<file path="src/rtl/regfile_wb_arbiter.sv">
// regfile_wb_arbiter
//   Shares the single register-file write port (we3/a3/wd3) between two
//   writeback requesters. Each requester has a DEPTH-entry FIFO, and a
//   round-robin arbiter drains one entry per cycle into a registered output
//   stage. The register file commits that output on the following negedge.
//   Entries addressed to R0 are dropped silently. Entries addressed to R15
//   (the PC, not stored here) are dropped and flagged with illegal_wr.
// Ports
//   clk, rst                  clock (posedge), async active-high reset
//   a_valid/a_ready/a_addr/a_data   channel A (ALU / pipeline writeback)
//   b_valid/b_ready/b_addr/b_data   channel B (memory load / coprocessor)
//   we3, a3, wd3              registered register-file write port
//   illegal_wr                one-cycle pulse when an R15 entry is discarded
// Optional feature (macro RF_HAZARD_EN)
//   Adds rd_a1/rd_a2 read addresses and a combinational hazard output that
//   flags reads of a register with a write still queued or in the output stage.
module regfile_wb_arbiter #(
   parameter int unsigned DEPTH = 4,
   parameter int unsigned DW    = 32,
   parameter int unsigned AW    = 4
) (
   input  logic          clk,
   input  logic          rst,
   input  logic          a_valid,
   output logic          a_ready,
   input  logic [AW-1:0] a_addr,
   input  logic [DW-1:0] a_data,
   input  logic          b_valid,
   output logic          b_ready,
   input  logic [AW-1:0] b_addr,
   input  logic [DW-1:0] b_data,
   output logic          we3,
   output logic [AW-1:0] a3,
   output logic [DW-1:0] wd3,
`ifdef RF_HAZARD_EN
   input  logic [AW-1:0] rd_a1,
   input  logic [AW-1:0] rd_a2,
   output logic          hazard,
`endif
   output logic          illegal_wr
);

   localparam int unsigned PW = $clog2(DEPTH);
   localparam int unsigned CW = PW + 1;
   localparam logic [AW-1:0] ADDR_PC   = AW'(15);
   localparam logic [AW-1:0] ADDR_ZERO = AW'(0);

   typedef enum logic {FAV_A = 1'b0, FAV_B = 1'b1} rr_e;

   // FIFO storage and bookkeeping
   logic [AW-1:0] r_a_addr_mem [DEPTH];
   logic [DW-1:0] r_a_data_mem [DEPTH];
   logic [AW-1:0] r_b_addr_mem [DEPTH];
   logic [DW-1:0] r_b_data_mem [DEPTH];
   logic [PW-1:0] r_a_wp, r_a_rp, r_b_wp, r_b_rp;
   logic [CW-1:0] r_a_cnt, r_b_cnt;

   rr_e           r_rr, w_rr_next;
   logic          w_a_push, w_b_push, w_a_ne, w_b_ne;
   logic          w_grant_a, w_grant_b, w_pop;
   logic [AW-1:0] w_pop_addr;
   logic [DW-1:0] w_pop_data;

   // Ready depends only on the count: a same-cycle pop never frees a slot early
   assign a_ready  = (r_a_cnt != CW'(DEPTH));
   assign b_ready  = (r_b_cnt != CW'(DEPTH));
   assign w_a_push = a_valid && a_ready;
   assign w_b_push = b_valid && b_ready;
   assign w_a_ne   = (r_a_cnt != CW'(0));
   assign w_b_ne   = (r_b_cnt != CW'(0));
   assign w_pop    = w_grant_a || w_grant_b;

   // Round-robin state register
   always_ff @(posedge clk or posedge rst) begin
      if (rst) r_rr <= FAV_A;
      else     r_rr <= w_rr_next;
   end

   // Grant and next favoured channel; any grant hands priority to the other side
   always_comb begin
      w_rr_next = r_rr;
      w_grant_a = 1'b0;
      w_grant_b = 1'b0;
      if (w_a_ne && (!w_b_ne || (r_rr == FAV_A))) begin
         w_grant_a = 1'b1;
         w_rr_next = FAV_B;
      end else if (w_b_ne) begin
         w_grant_b = 1'b1;
         w_rr_next = FAV_A;
      end
   end

   // Head-of-queue select for the granted channel
   always_comb begin
      w_pop_addr = r_a_addr_mem[r_a_rp];
      w_pop_data = r_a_data_mem[r_a_rp];
      if (w_grant_b) begin
         w_pop_addr = r_b_addr_mem[r_b_rp];
         w_pop_data = r_b_data_mem[r_b_rp];
      end
   end

   // FIFO payload storage (no reset needed: validity is tracked by the counts)
   always_ff @(posedge clk) begin
      if (w_a_push) begin
         r_a_addr_mem[r_a_wp] <= a_addr;
         r_a_data_mem[r_a_wp] <= a_data;
      end
      if (w_b_push) begin
         r_b_addr_mem[r_b_wp] <= b_addr;
         r_b_data_mem[r_b_wp] <= b_data;
      end
   end

   // FIFO pointers and counts; pointers wrap naturally since DEPTH is a power of 2
   always_ff @(posedge clk or posedge rst) begin
      if (rst) begin
         r_a_wp  <= '0;
         r_a_rp  <= '0;
         r_a_cnt <= '0;
         r_b_wp  <= '0;
         r_b_rp  <= '0;
         r_b_cnt <= '0;
      end else begin
         if (w_a_push)  r_a_wp <= r_a_wp + PW'(1);
         if (w_grant_a) r_a_rp <= r_a_rp + PW'(1);
         if (w_b_push)  r_b_wp <= r_b_wp + PW'(1);
         if (w_grant_b) r_b_rp <= r_b_rp + PW'(1);
         r_a_cnt <= r_a_cnt + CW'(w_a_push) - CW'(w_grant_a);
         r_b_cnt <= r_b_cnt + CW'(w_b_push) - CW'(w_grant_b);
      end
   end

   // Registered write port; R0 and R15 entries are consumed without a write
   always_ff @(posedge clk or posedge rst) begin
      if (rst) begin
         we3        <= 1'b0;
         a3         <= '0;
         wd3        <= '0;
         illegal_wr <= 1'b0;
      end else begin
         we3        <= 1'b0;
         illegal_wr <= 1'b0;
         if (w_pop) begin
            a3         <= w_pop_addr;
            wd3        <= w_pop_data;
            we3        <= (w_pop_addr != ADDR_ZERO) && (w_pop_addr != ADDR_PC);
            illegal_wr <= (w_pop_addr == ADDR_PC);
         end
      end
   end

`ifdef RF_HAZARD_EN
   logic [DEPTH-1:0] w_a_occ, w_b_occ;
   logic             w_hit;

   // Slot i is occupied when its distance from the read pointer is below the count
   always_comb begin
      w_a_occ = '0;
      w_b_occ = '0;
      for (int i = 0; i < int'(DEPTH); i++) begin
         w_a_occ[i] = (CW'(PW'(PW'(i) - r_a_rp)) < r_a_cnt);
         w_b_occ[i] = (CW'(PW'(PW'(i) - r_b_rp)) < r_b_cnt);
      end
   end

   // Compare both read ports against queued entries and the in-flight write
   always_comb begin
      w_hit = 1'b0;
      for (int i = 0; i < int'(DEPTH); i++) begin
         if (w_a_occ[i] && ((rd_a1 == r_a_addr_mem[i]) || (rd_a2 == r_a_addr_mem[i]))) begin
            w_hit = w_hit | (((rd_a1 == r_a_addr_mem[i]) && (rd_a1 != ADDR_ZERO) && (rd_a1 != ADDR_PC)) ||
                             ((rd_a2 == r_a_addr_mem[i]) && (rd_a2 != ADDR_ZERO) && (rd_a2 != ADDR_PC)));
         end
         if (w_b_occ[i] && ((rd_a1 == r_b_addr_mem[i]) || (rd_a2 == r_b_addr_mem[i]))) begin
            w_hit = w_hit | (((rd_a1 == r_b_addr_mem[i]) && (rd_a1 != ADDR_ZERO) && (rd_a1 != ADDR_PC)) ||
                             ((rd_a2 == r_b_addr_mem[i]) && (rd_a2 != ADDR_ZERO) && (rd_a2 != ADDR_PC)));
         end
      end
      if (we3 && (((rd_a1 == a3) && (rd_a1 != ADDR_ZERO) && (rd_a1 != ADDR_PC)) ||
                  ((rd_a2 == a3) && (rd_a2 != ADDR_ZERO) && (rd_a2 != ADDR_PC)))) begin
         w_hit = 1'b1;
      end
   end

   assign hazard = !rst && w_hit;
`endif

endmodule
</file>
<file path="config.mk">
export PLATFORM = sky130hd
export DESIGN_NAME = regfile_wb_arbiter
export DESIGN_NICKNAME = d
export VERILOG_FILES = /design/src/rtl/regfile_wb_arbiter.sv
export SDC_FILE = /design/constraint.sdc
export NUM_CORES = 1
export LEC_CHECK = 0
export ABC_AREA = 1
export ABC_CLOCK_PERIOD_IN_PS = 5100
export CAP_MARGIN = 15
export CELL_PAD_IN_SITES_DETAIL_PLACEMENT = 1
export CELL_PAD_IN_SITES_GLOBAL_PLACEMENT = 2
export CORE_AREA = 2 2 179 181
export CTS_CLUSTER_DIAMETER = 30
export DETAILED_ROUTE_END_ITERATION = 12
export DIE_AREA = 0 0 181 183
export GPL_ROUTABILITY_DRIVEN = 0
export PLACE_DENSITY_LB_ADDON = 0.1
export SYNTH_ARGS = -nofsm -noshare
export SYNTH_HDL_FRONTEND = slang
export SYNTH_SLANG_ARGS = --single-unit
</file>
<file path="constraint.sdc">
create_clock -name clk -period 5.1 [get_ports clk]
set_clock_uncertainty 0.05 [all_clocks]
set_input_delay 1.275 -clock clk [delete_from_list [all_inputs] [get_ports clk]]
set_output_delay 1.275 -clock clk [all_outputs]
set_load 0.01 [all_outputs]
</file>
==> results of run 1 <==
-- synthesized netlist by cell type, types with 2 or more instances --
master,number
edfxtp_1,288
nor2_1,156
o21ai_0,139
nand2_1,136
o22ai_1,57
dfrtp_1,53
nand3_1,31
inv_1,29
buf_2,23
clkbuf_1,18
buf_4,12
ha_1,12
o21ai_1,11
xor2_1,8
o211ai_1,7
o221ai_1,7
a21oi_1,4
buf_6,3
inv_2,3
fa_1,2
nand2_4,2
xnor2_1,2
-- power by group --
| group | switching, mW | internal, mW |
|---|---|---|
| Combinational | 2.33 | 1.15 |
| Clock | 1.56 | 3.44 |
| Sequential | 0.286 | 3.79 |
-- path summary, 6_finish.rpt --
path / startpoint / endpoint / depth (start not counted)
worst min register to register: wd3[22]$_DFFE_PP0P_ / wd3[22]$_DFFE_PP0P_ / 2
worst max register to register: r_a_cnt[2]$_DFF_PP0_ / r_b_cnt[2]$_DFF_PP0_ / 9
max in group asynchronous: rst / wd3[14]$_DFFE_PP0P_ / 3
worst min-delay path: wd3[22]$_DFFE_PP0P_ / wd3[22]$_DFFE_PP0P_ / 2
worst max-delay path: r_b_cnt[1]$_DFF_PP0_ / b_ready / 3
min in group asynchronous: rst / r_b_cnt[2]$_DFF_PP0_ / 2
-- placed cells by master, fill, tap and decap left out, types with 3 or more instances in the layout --
| cell | count |
|---|---|
| nand2_1 | 136 |
| clkinv_1 | 7 |
| o21ai_0 | 139 |
| o21ai_1 | 11 |
| edfxtp_1 | 288 |
| inv_1 | 28 |
| dfrtp_1 | 51 |
| nor2_1 | 148 |
| a21oi_1 | 4 |
| clkbuf_16 | 80 |
| inv_6 | 3 |
| clkdlybuf4s50_1 | 115 |
| xor2_1 | 8 |
| nor2_4 | 9 |
| buf_4 | 22 |
| ha_1 | 12 |
| inv_2 | 4 |
| clkinv_2 | 10 |
| clkinv_4 | 4 |
| clkbuf_8 | 7 |
| nand3_1 | 31 |
| bufinv_16 | 9 |
| clkinvlp_4 | 7 |
| o211ai_1 | 7 |
| clkbuf_1 | 18 |
| o221ai_1 | 7 |
| o22ai_1 | 57 |
-- through the flow --
step                      hold slack, ns  total power [mW]  cell area, sq um
after floorplan                    0.428              6.22             13300
after global placement             0.424              7.54             14900
after detailed placement           0.433              7.64             14900
after CTS                          0.443              12.7             17500
after global routing               0.483              13.2             17500
final                              0.440              12.6             17500
-- critical path, delay by kind of cell, from the launching register on --
family        cells  cell delay [ns]
buf+inv           1             0.54
flops             1             0.45
simple gates      2             0.16
-- per-layer routing --
metal	track usage, %	vias up	part of all wire, %
li1	-	3999	-
met4	9.85	0	3.3
met2	34.7	219	49
met5	0	-	0
met3	5.24	64	4.5
met1	27.0	4294	43
-- sequential cells by signal (all words and copies together) (netlist names) --
signal        count
r_b_addr_mem     16
illegal_wr        1
we3               1
r_b_data_mem    128
r_b_rp            2
a3                4
r_a_data_mem    128
r_a_wp            2
wd3              32
r_a_cnt           3
r_rr              1
r_b_wp            2
r_a_rp            2
r_b_cnt           3
r_a_addr_mem     16
-- layout make-up --
cell class,instances,share of cell area (%)
well taps,402,2.87
repair buffers,137,7.51
clock buffers,105,12.4
clock inverters,42,2.93
inverters,34,0.742
multi-input cells,581,16.7
flip-flops and latches,341,56.9
-- cell families after synthesis --
group                    synth area share [%]
AO/OA/AOI/OAI                            9.53
XOR/XNOR                                0.660
adder cells (fa/ha/maj)                  1.43
buffers and inverters                    3.33
flip-flops                               75.1
AND/OR/NAND/NOR                          9.94
==> results_dict.tcl, run 1 <==
set metrics [dict create \
    synth_top_cell_area_share_pct 65.1 \
    grt_pass1_vias 9332 \
    syn_area_sq_um 13300 \
    grt_remaining_overflow 0 \
    fin_cells 1642 \
    multiInputGateArea_sq_um 2920 \
    synth_edf_count 288 \
    drt-initial-drc-count 553 \
    wl_per_cell_um 21.0 \
    yosys_register_bits 341 \
    viasPerCell 5.22 \
    clockRootBuffer "clkbuf_16" \
    rrSetupSlack_ns 2.64 \
    dp_cells 1495 \
    synth-async-reset-ratio_pct 15.5 \
    grt_pass1_wl_um 53100 \
    seqCellArea_sq_um 9980 \
    tightest_slew_ns 0.866 \
    maxCapViolCount 0 \
    p_leak_nw 6.36 \
    num-fill-cells 3052 \
    synth_area_leaders "edfxtp_1 (65%), dfrtp_1 (10%), o21ai_0 (5.2%)" \
    ios 116 \
    clock_latency_ns 0.58 \
    fin_ws_ns 2.05 \
    fmax_mhz 328 \
    areaGrowthSynthToFinish_pct 32.0 \
    slew_headroom_pct 42.1 \
    dpl.hpwl_um 20800 \
    fp.dieH_um 183 \
    crit_chain "nor2_1, nand2_1, clkdlybuf4s50_1" \
    endpoint_kind "output pin" \
    start_util_pct 42.5 \
    die_width_um 181 \
    rsz0062_at_grt "false" \
    hp-class "flop to flop" \
    status "finished clean" \
    powerDensity_nw_per_um2 716 \
    synth.distinct_cells 32 \
    cp_max_fo 4 \
    slowest_stage "clkdlybuf4s50_1" \
    slowest_delay_ns 0.54 \
    critical_path_class "flop to output pin" \
    fin_crit_ns 3.05 \
    htree_levels 3 \
    min_period_over_period_pct 59.9 \
    route.antenna.remaining_nets 0 \
    setup_viol 0 \
    cts_setup_buffers 0 \
    coreArea_sq_um 31200 \
    worstPathRequired_ns 3.77 \
    cts_resized 0 \
    syn_area_per_cell_sq_um 13.1 \
    rows 65 \
    seq_area_frac_synth_pct 75.1 \
    grtUsageTotal_pct 21.3 \
    drt_pass1_iterations 4 \
    drcViolationCount 0 \
    antenna_found_initial 0 \
    tns_ns 0 \
    cts.hold.buffers_added 0 \
    synthFlopType "edfxtp_1" \
    yosysWarningCount 0 \
    cts_buffers 79 \
    synth_top_cell_by_area "edfxtp_1" \
    fin_util_pct 56.1 \
    worstPathArrival_ns 1.73 \
    start_kind "flop" \
    synth.net_count 1103 \
    drive_gt1_share_pct 13.6 \
    antenna_cells 0 \
    drv_slew 0 \
    cts_sinks 341 \
    fin_nets 1264 \
    clkTransAtPathRegs_ns 0.04 \
    grt_max_degree 77 \
    place_ws_ns 1.50 \
    syn_inst 1013 \
    hold_viol 0 \
    vias 8576 \
    cts_buffer_depth 3 \
    cts_tree "built" \
    die_area_sq_um 33100 \
    port_buffers 115 \
    wl_um 34500 \
    peakVddDrop_v 0.000368 \
]
Power figures use the tool's default switching activity.
==> run 2: changes to the inputs <==
Settings changed: ABC_CLOCK_PERIOD_IN_PS 5100 to 2700, CORE_AREA 2 2 179 181 to 2 2 196 198, DIE_AREA 0 0 181 183 to 0 0 198 200.
Clock period 5.1 ns to 2.7 ns, I/O delays scaled along.
==> results_dict.tcl, run 2 (synthesis gave the netlist of run 1 again) <==
set metrics [dict create \
    cts_buffers 86 \
    port_buffers 115 \
    antenna_cells 0 \
    clockRootBuffer "clkbuf_16" \
    critPathTopFamily "buffers and inverters" \
    crit_buf_inv 1 \
    clkTransAtPathRegs_ns 0.04 \
    route.antenna.remaining_nets 0 \
    top_regs "r_a_data_mem: 128 flops, r_b_data_mem: 128 flops, wd3: 32 flops" \
    grtUsageTotal_pct 18.2 \
    wl_um 34600 \
    rsz0062_at_grt "false" \
    pwr-share-comb_pct 27.5 \
    met2_usage_pct 30.6 \
    layout_common_cells "edfxtp_1 (288), nor2_1 (148), o21ai_0 (139)" \
    p_int_mw 16.7 \
    cts_setup_buffers 0 \
    slowest_delay_ns 0.54 \
    fin_crit_ns 2.45 \
    p_leak_nw 6.55 \
    dpl_cell_area_sq_um 15200 \
    cts_buffer_depth 3 \
    endpoint_kind "output pin" \
    areaGrowthSynthToFinish_pct 36.5 \
    drive_gt1_share_pct 14.8 \
    grt_remaining_overflow 0 \
    start_util_pct 35.5 \
    fin_nets 1279 \
    cts_tree "built" \
    worstPathArrival_ns 1.72 \
    slowest_stage "clkdlybuf4s50_1" \
    tightest_slew_ns 0.803 \
    ios 116 \
    slew_headroom_pct 46.4 \
    start_kind "flop" \
    clock_latency_ns 0.58 \
    antenna_found_initial 1 \
    powerDensity_nw_per_um2 1360 \
    peakVddDrop_v 0.000574 \
    cts_resized 0 \
    fp.dieH_um 200 \
    min_period_over_period_pct 90.6 \
    holdWs_ns 0.409 \
    power_switching_mw 7.93 \
    vias 8508 \
    wl_per_cell_um 19.5 \
    drt_pass1_iterations 4 \
    viasPerCell 4.80 \
    grt_pass1_wl_um 53400 \
    fmax_mhz 409 \
    worstPathRequired_ns 1.98 \
    grt-busiest-layer "met2" \
    rows 71 \
    switching_share_pct 32.3 \
    num-fill-cells 3762 \
    drt-initial-drc-count 357 \
    coreArea_sq_um 37400 \
    status "finished clean" \
    stdcell_area_sq_um 18100 \
    crit_chain "nor2_1, nand2_1, clkdlybuf4s50_1" \
    p_clk_share_pct 41.3 \
    drv_slew 0 \
    final_common_cell "edfxtp_1" \
    hold_viol 0 \
    maxCapViolCount 0 \
    die_area_sq_um 39600 \
    gr-usage-met1_pct 22.5 \
    critical_path_class "flop to output pin" \
    cts_sinks 341 \
    grt.met3_usage_pct 4.55 \
    setup_viol 0 \
    cp_max_fo 4 \
    htree_levels 3 \
    die_width_um 198 \
    grt_max_degree 77 \
    grt_pass1_vias 9230 \
    dpl.hpwl_um 20600 \
    drcViolationCount 0 \
    hp-class "input port to asynchronous set/reset pin" \
    cts.hold.buffers_added 0 \
    pwr-share-seq_pct 31.2 \
]
## run 2: metal layers
layer / wire length [um] / up-vias / share of wire (%)
met5: 13 / - / 0.038
met4: 957 / 2 / 2.8
met3: 1620 / 63 / 4.7
met2: 16900 / 182 / 49
met1: 15200 / 4238 / 44
li1: - / 4023 / -
## run 2: worst paths after layout
path / end / cells after the start / slack [ns] / from
max in group asynchronous: r_b_rp[0]$_DFFE_PP0N_ / 3 / 1.89 / rst
max: b_ready / 3 / 0.25 / r_b_cnt[1]$_DFF_PP0_
min reg2reg: wd3[2]$_DFFE_PP0P_ / 2 / 0.43 / wd3[2]$_DFFE_PP0P_
min: r_a_wp[0]$_DFFE_PP0P_ / 3 / 0.41 / rst
min in group clk: wd3[2]$_DFFE_PP0P_ / 2 / 0.43 / wd3[2]$_DFFE_PP0P_
max reg2reg: r_a_cnt[2]$_DFF_PP0_ / 8 / 0.60 / r_b_cnt[1]$_DFF_PP0_
## run 2: worst min-delay path, stage by stage
cell and delay [ns]:
clkdlybuf4s50_1 0.41, inv_2 0.07, buf_12 0.26
## run 2: area by class of cell
| cell class | count | area, sq um | share of cell area (%) |
|---|---|---|---|
| Clock buffer | 110 | 2390 | 13.2 |
| Clock inverter | 50 | 539 | 2.98 |
| Inverter | 34 | 130 | 0.718 |
| Multi-Input combinational cell | 581 | 2920 | 16.1 |
| Sequential cell | 341 | 9980 | 55.1 |
| Tap cell | 511 | 639 | 3.53 |
| Timing Repair Buffer | 145 | 1530 | 8.42 |
## run 2: power by group through the flow
| stage | Clock [mW] | Combinational (mW) | Sequential (mW) |
|---|---|---|---|
| 2_1_floorplan | 0 | 4.00 | 7.74 |
| 3_3_place_gp | 0 | 6.89 | 7.72 |
| 3_5_place_dp | 0 | 7.01 | 7.73 |
| 4_1_cts | 10.3 | 7.05 | 7.67 |
| 5_1_grt | 10.6 | 7.65 | 7.78 |
| 6_report | 10.2 | 6.77 | 7.66 |
## run 2: per-stage QoR
step | TNS [ns] | worst slack [ns] | util, % | cells | total power, mW
6_report | 0 | 0.254 | 48.5 | 1772 | 24.6
2_1_floorplan | -45.31 | -0.158 | - | 1013 | 11.7
5_1_grt | 0 | 0.142 | 48.5 | 1772 | 26.0
3_3_place_gp | 0 | 0.281 | 40.6 | 1612 | 14.6
4_1_cts | 0 | 0.214 | 48.5 | 1772 | 25.0
3_5_place_dp | 0 | 0.249 | 40.6 | 1612 | 14.7
==> run 3: changes to the inputs <==
Settings changed: HOLD_SLACK_MARGIN from default to 0.08.
==> results of run 3 <==
No change in the layout: final DEF, timing and power equal those of run 2.
